### src/rtl/fpga_hero_pkg.sv
// Shared constants and types for the fpga_hero display path.
// Screen geometry, colour encodings and painter state.
package fpga_hero_pkg;

    localparam int SCREEN_W = 160;
    localparam int SCREEN_H = 120;
    localparam int COLOR_W  = 3;

    typedef enum logic [1:0] {
        ST_IDLE = 2'd0,
        ST_DRAW = 2'd1,
        ST_DONE = 2'd2
    } painter_state_t;

    localparam logic [COLOR_W-1:0] COLOR_BLACK  = 3'b000;
    localparam logic [COLOR_W-1:0] LANE_RED     = 3'b100;
    localparam logic [COLOR_W-1:0] LANE_GREEN   = 3'b010;
    localparam logic [COLOR_W-1:0] LANE_BLUE    = 3'b001;
    localparam logic [COLOR_W-1:0] LANE_YELLOW  = 3'b110;
    localparam logic [COLOR_W-1:0] PRESS_RED    = 3'b101;
    localparam logic [COLOR_W-1:0] PRESS_GREEN  = 3'b011;
    localparam logic [COLOR_W-1:0] PRESS_BLUE   = 3'b111;
    localparam logic [COLOR_W-1:0] PRESS_YELLOW = 3'b111;

    function automatic logic on_screen(
        input logic [8:0] x,
        input logic [8:0] y,
        input int         sw,
        input int         sh
    );
        return (x < 9'(sw)) && (y < 9'(sh));
    endfunction

endpackage

### src/rtl/pixel_scanner.sv
// Column/row walker over a WIDTH x HEIGHT block.
// Also exposes the following position so the painter can register it.
module pixel_scanner #(
    parameter int WIDTH  = 8,
    parameter int HEIGHT = 8,
    parameter int CW     = (WIDTH  > 1) ? $clog2(WIDTH)  : 1,
    parameter int RW     = (HEIGHT > 1) ? $clog2(HEIGHT) : 1
) (
    input  logic          clock,
    input  logic          resetn,
    input  logic          clear,
    input  logic          advance,
    output logic [CW-1:0] col,
    output logic [RW-1:0] row,
    output logic [CW-1:0] col_nxt,
    output logic [RW-1:0] row_nxt,
    output logic          last
);

    logic col_end;

    assign col_end = (col == CW'(WIDTH - 1));
    assign last    = col_end && (row == RW'(HEIGHT - 1));
    assign col_nxt = col_end ? '0 : col + CW'(1);
    assign row_nxt = col_end ? row + RW'(1) : row;

    always_ff @(posedge clock) begin
        if (!resetn || clear) begin
            col <= '0;
            row <= '0;
        end else if (advance) begin
            col <= col_nxt;
            row <= row_nxt;
        end
    end

endmodule

### src/rtl/block_painter.sv
// Rasterises one solid WIDTH x HEIGHT block into the vga_adapter
// pixel-write port, one pixel per clock, clipping off-screen pixels.
module block_painter
    import fpga_hero_pkg::*;
#(
    parameter int WIDTH    = 8,
    parameter int HEIGHT   = 8,
    parameter int SCREEN_W = fpga_hero_pkg::SCREEN_W,
    parameter int SCREEN_H = fpga_hero_pkg::SCREEN_H
) (
    input  logic               clock,
    input  logic               resetn,
    input  logic               go,
    input  logic [7:0]         start_x,
    input  logic [7:0]         start_y,
    input  logic [COLOR_W-1:0] color,
    output logic [7:0]         x_out,
    output logic [7:0]         y_out,
    output logic [COLOR_W-1:0] color_out,
    output logic               plot,
    output logic               done,
    output logic               busy
);

    localparam int CW = (WIDTH  > 1) ? $clog2(WIDTH)  : 1;
    localparam int RW = (HEIGHT > 1) ? $clog2(HEIGHT) : 1;

    painter_state_t state;

    logic [7:0]    base_x;
    logic [7:0]    base_y;
    logic [CW-1:0] col;
    logic [RW-1:0] row;
    logic [CW-1:0] col_nxt;
    logic [RW-1:0] row_nxt;
    logic          last;
    logic          clear;
    logic          advance;
    logic [8:0]    px;
    logic [8:0]    py;

    assign clear   = (state == ST_IDLE);
    assign advance = (state == ST_DRAW) && !last;

    pixel_scanner #(
        .WIDTH  (WIDTH),
        .HEIGHT (HEIGHT),
        .CW     (CW),
        .RW     (RW)
    ) u_scanner (
        .clock   (clock),
        .resetn  (resetn),
        .clear   (clear),
        .advance (advance),
        .col     (col),
        .row     (row),
        .col_nxt (col_nxt),
        .row_nxt (row_nxt),
        .last    (last)
    );

    // Outputs are registered, so the address computed here is the pixel
    // that becomes visible after the coming edge: pixel 0 comes straight
    // from the inputs at acceptance, later ones from the latched base.
    always_comb begin
        px = {1'b0, start_x};
        py = {1'b0, start_y};
        if (state != ST_IDLE) begin
            px = {1'b0, base_x} + 9'(col_nxt);
            py = {1'b0, base_y} + 9'(row_nxt);
        end
    end

    always_ff @(posedge clock) begin
        if (!resetn) begin
            state     <= ST_IDLE;
            base_x    <= '0;
            base_y    <= '0;
            x_out     <= '0;
            y_out     <= '0;
            color_out <= '0;
            plot      <= 1'b0;
            done      <= 1'b0;
            busy      <= 1'b0;
        end else begin
            unique case (state)
                ST_IDLE: begin
                    plot <= 1'b0;
                    done <= 1'b0;
                    busy <= 1'b0;
                    if (go) begin
                        base_x    <= start_x;
                        base_y    <= start_y;
                        color_out <= color;
                        x_out     <= px[7:0];
                        y_out     <= py[7:0];
                        plot      <= on_screen(px, py, SCREEN_W, SCREEN_H);
                        busy      <= 1'b1;
                        state     <= ST_DRAW;
                    end
                end
                ST_DRAW: begin
                    if (last) begin
                        plot  <= 1'b0;
                        done  <= 1'b1;
                        state <= ST_DONE;
                    end else begin
                        x_out <= px[7:0];
                        y_out <= py[7:0];
                        plot  <= on_screen(px, py, SCREEN_W, SCREEN_H);
                    end
                end
                ST_DONE: begin
                    done  <= 1'b0;
                    busy  <= 1'b0;
                    state <= ST_IDLE;
                end
                default: begin
                    plot  <= 1'b0;
                    done  <= 1'b0;
                    busy  <= 1'b0;
                    state <= ST_IDLE;
                end
            endcase
        end
    end

endmodule

### config.mk
export PLATFORM = sky130hd
export DESIGN_NAME = block_painter
export DESIGN_NICKNAME = d
export VERILOG_FILES = /design/src/rtl/fpga_hero_pkg.sv /design/src/rtl/pixel_scanner.sv /design/src/rtl/block_painter.sv
export SDC_FILE = /design/constraint.sdc
export NUM_CORES = 1
export LEC_CHECK = 0
export ABC_AREA = 1
export CORE_UTILIZATION = 25
export DETAILED_ROUTE_END_ITERATION = 16
export GPL_TIMING_DRIVEN = 0
export PLACE_DENSITY_LB_ADDON = 0.12
export SLEW_MARGIN = 20
export SYNTH_ARGS = -nofsm -noshare
export SYNTH_HDL_FRONTEND = slang
export SYNTH_SLANG_ARGS = --single-unit
### constraint.sdc
create_clock -name clock -period 2.7 [get_ports clock]
set_input_delay 0.54 -clock clock [delete_from_list [all_inputs] [get_ports clock]]
set_output_delay 0.54 -clock clock [all_outputs]
set_load 0.005 [all_outputs]
==> run summary <==
The flop and latch count out of synthesis is 46. In the synthesized netlist, the cells that appear most often are sky130_fd_sc_hd__nand2_1, sky130_fd_sc_hd__dfxtp_1, sky130_fd_sc_hd__inv_1. The tightest slew margin relative to the limit came out at 62.3%.

The final worst slack is 0.212 ns. The most common flop cell mapped by yosys is sky130_fd_sc_hd__dfxtp_1. The hold violation total from the final report is 0.

For this configuration, the core starts out at a cell density of 26.0%. The antenna cell count is 0. In this run the worst hold path is classified as reg2reg. The max-slew violation count came out at 0.

The critical path arrival is 2.70 ns. The critical path launch point type is a register. The average cell area after synthesis is 7.12 um^2. The global-route total usage across every layer is 15.5%. The number of clock buffers added by TritonCTS is 5. The count of cell types in the netlist is 31. The critical path is of the reg2reg type. For the pin with the worst max-slew slack, the measured transition is 0.565 ns. For this block, the initial DRC count from the detailed router was 90. The run finished with clean final reports. The share of layout cells above drive strength 1 came out at 9.92%. TritonCTS built the clock tree.

The deepest clock path buffer count came out at 2. The count of TritonRoute iterations in the first routing pass is 4. The maximum number of pins on one net before global-route repair is 17. The maximum vdd drop is 0.184 mV. By instance count, the leading cell after synthesis is sky130_fd_sc_hd__nand2_1.

The routed design could run at a clock period as short as 2.49 ns. Ranked by total cell area, the synthesized netlist is headed by sky130_fd_sc_hd__dfxtp_1, sky130_fd_sc_hd__nand2_1, sky130_fd_sc_hd__o21ai_0. The number of buffer cells added on primary ports is 43.

The area enclosed by the die boundary came out at 10100 um^2. The worst slack at placement is -0.0237 ns. The root buffer cell chosen for the clock tree is sky130_fd_sc_hd__clkbuf_8. The number of nets in the synthesized netlist is 374. The area used by sequential logic in the layout came out at 922 um^2. The highest attainable clock frequency came out at 402 MHz. The largest clock skew in the final design came out at 0.0168 ns. Final hold analysis gives a worst-case slack of 0.476 ns. The multi-input combinational cell area is 1310 um^2. The average wire per standard cell is 13.9 um. Setup repair after global routing left no endpoint under its margin.

Summing over every cut layer, the via total after detailed routing is 2273. The sequential area share after synthesis came out at 38.1%. The number of clock sinks is 46. The total I/O pin count is 44. Summed over all instances, the cell type with the most area after synthesis is sky130_fd_sc_hd__dfxtp_1. The instance count of the mapped netlist came out at 339. The DRC violation count after routing came out at 0. The H-tree depth is 2. After floorplanning, the core was sized to cover 9280 um^2. The clock transition at the registers of the reported paths came out at 0.11 ns. The sum of internal, switching and leakage power is 1.57 mW. The xor and xnor fraction of the mapped netlist area is 1.09%. The initial antenna violation count is 0. The first global-routing pass estimated 11.9 mm of wire. The total congestion overflow came out at 0. The layout-stage area growth over the synthesis result is 31.3%. The ratio of total power to cell area is 496 nW/um^2. The leakage dissipation came out at 1.36 nW.

The count of fill cells added during filler insertion came out at 1053. The share of the clock period used by the worst path after layout came out at 92.1%. The number of enable-type register cells in the synthesized netlist is 0. Of the total synthesized cell area, the portion taken by full adders, half adders and majority gates is 7.36%. In this run the worst path has a maximum fanout of 4.

The number of vias per cell after detailed routing came out at 4.35. Yosys printed 0 warnings. Summed over all layers, the routed wires come to 7.24 mm. STA classifies the critical path endpoint as a register. Clock latency on the worst-skew pair, taken at its later pin, is 0.31 ns.

After legalization and detailed placement, the total HPWL measured 5.33 mm. The number of global-route vias before repair came out at 2281. The fraction of post-synthesis cell area in the top cell type by area came out at 38.1%.

The final weighted congestion of routability-driven global placement came out at 0.864. The remaining antenna violation count is 0. The count of max-cap constraint violations came out at 0. The multiplexer fraction of the synthesized cell area is 0%.

The share of synthesized cell area in and, or, nand and nor gates is 26.8%. Setup violations remaining at the end of the flow were counted as 0. After synthesis, the share of flip-flops with an asynchronous set or reset is 0%. From left edge to right edge, the die measures 100 um. The post-cts hold buffer count is 0. The mapped netlist covers 2410 um^2. After synthesis, the largest family of logic cells by area is simple AND/OR/NAND/NOR gates. The final-layout setup total negative slack came out at 0 ns.

The final net count is 427. Measured along the y axis, the die boundary spans 100 um. The synthesized netlist devotes 16.8% of its cell area to compound gates. The required arrival time at the worst endpoint is 2.91 ns. The site row count came out at 35.
-- repair_timing --
action / in CTS / in global routing
setup endpoints to repair: 1 / 3
buffers inserted: 0 / 3
resized for setup: 3 / 9
pin swaps: 0 / 2
hold endpoints to repair: 0 / 0
-- final timing paths --
kind / start / end / slack (ns) / cells past startpoint
hold / removal: busy$_SDFFE_PN0N_ / busy$_SDFFE_PN0N_ / 0.48 / 2
setup reg to reg: u_scanner.col[0]$_SDFFE_PP0P_ / plot$_SDFFE_PN0P_ / 0.21 / 16
hold reg to reg: busy$_SDFFE_PN0N_ / busy$_SDFFE_PN0N_ / 0.48 / 2
setup / recovery: u_scanner.col[0]$_SDFFE_PP0P_ / plot$_SDFFE_PN0P_ / 0.21 / 16
-- layout by cell type (no fill, tap or decap), drive strengths merged --
master         count
clkdlybuf4s50     43
nand2             83
nand3b             1
dfxtp             46
a21oi             30
xor2               1
a211oi             1
a31oi              3
ha                11
xnor2              2
inv               42
nor2              34
o211ai             3
clkbuf             8
o21bai             4
clkinvlp           2
fa                 2
clkinv             1
buf               12
nand4              2
o21ai             34
nand3             26
or2                2
-- worst max-delay path, stage by stage (launching register included) --
cell and delay [ns]:
sky130_fd_sc_hd__dfxtp_2 0.38, sky130_fd_sc_hd__ha_4 0.15, sky130_fd_sc_hd__ha_4 0.16, sky130_fd_sc_hd__xor2_2 0.18
sky130_fd_sc_hd__ha_2 0.21, sky130_fd_sc_hd__inv_1 0.05, sky130_fd_sc_hd__fa_1 0.37, sky130_fd_sc_hd__inv_1 0.08
sky130_fd_sc_hd__nand2_1 0.06, sky130_fd_sc_hd__nand2_1 0.11, sky130_fd_sc_hd__nand2_1 0.08, sky130_fd_sc_hd__o21bai_1 0.13
sky130_fd_sc_hd__nand2_1 0.07, sky130_fd_sc_hd__nand2_1 0.09, sky130_fd_sc_hd__nand3_1 0.11, sky130_fd_sc_hd__nand3_2 0.10
sky130_fd_sc_hd__a21oi_2 0.05
-- layout make-up --
| cell class | count | area share [%] |
|---|---|---|
| Sequential cell | 46 | 29.1 |
| Multi-Input combinational cell | 239 | 41.2 |
| Timing Repair Buffer | 46 | 14.3 |
| Buffer | 12 | 2.41 |
| Inverter | 42 | 5.05 |
| Tap cell | 129 | 5.09 |
| Clock buffer | 5 | 2.17 |
| Clock inverter | 3 | 0.750 |
-- stage by stage --
stage                     std cells  area, um^2  utilization [%]
after detailed placement        511        3010             32.4
after CTS                       519        3110             33.5
after global placement          511        3010             32.4
after global routing            522        3170             34.2
after floorplan                 339        2410                -
final                           522        3170             34.2
-- registers in the layout, indices dropped and copies added, names as in the netlist --
| signal | cells |
|---|---|
| base_y | 8 |
| u_scanner.col | 3 |
| u_scanner.row | 3 |
| busy | 1 |
| x_out | 8 |
| state | 2 |
| plot | 1 |
| done | 1 |
| color_out | 3 |
| y_out | 8 |
| base_x | 8 |
-- where the power goes --
| part | internal (mW) | switching [mW] | leakage, nW |
|---|---|---|---|
| Clock | 0.186 | 0.271 | 0.0408 |
| Sequential | 0.731 | 0.0345 | 0.380 |
| Combinational | 0.162 | 0.187 | 0.941 |
| Total | 1.08 | 0.492 | 1.36 |
-- layer usage --
metal  GRT usage, %  vias up  routed length (um)
met5              0        -                   0
met4           3.01        0                  43
met3           2.86        5                 339
met2           24.9       56                3120
met1           21.7     1012                3740
li1               -     1200                   -
-- kinds of logic (layout without fill, tap and decap cells) --
logic type | Yosys count | count (layout)
buffers and inverters | 54 | 108
AOI/OAI and AO/OA | 75 | 75
and+or+nand+nor | 148 | 148
adders and majority gates | 13 | 13
DFF | 46 | 46
xor gates and xnor gates | 3 | 3
(Power assumes the default switching activity.)
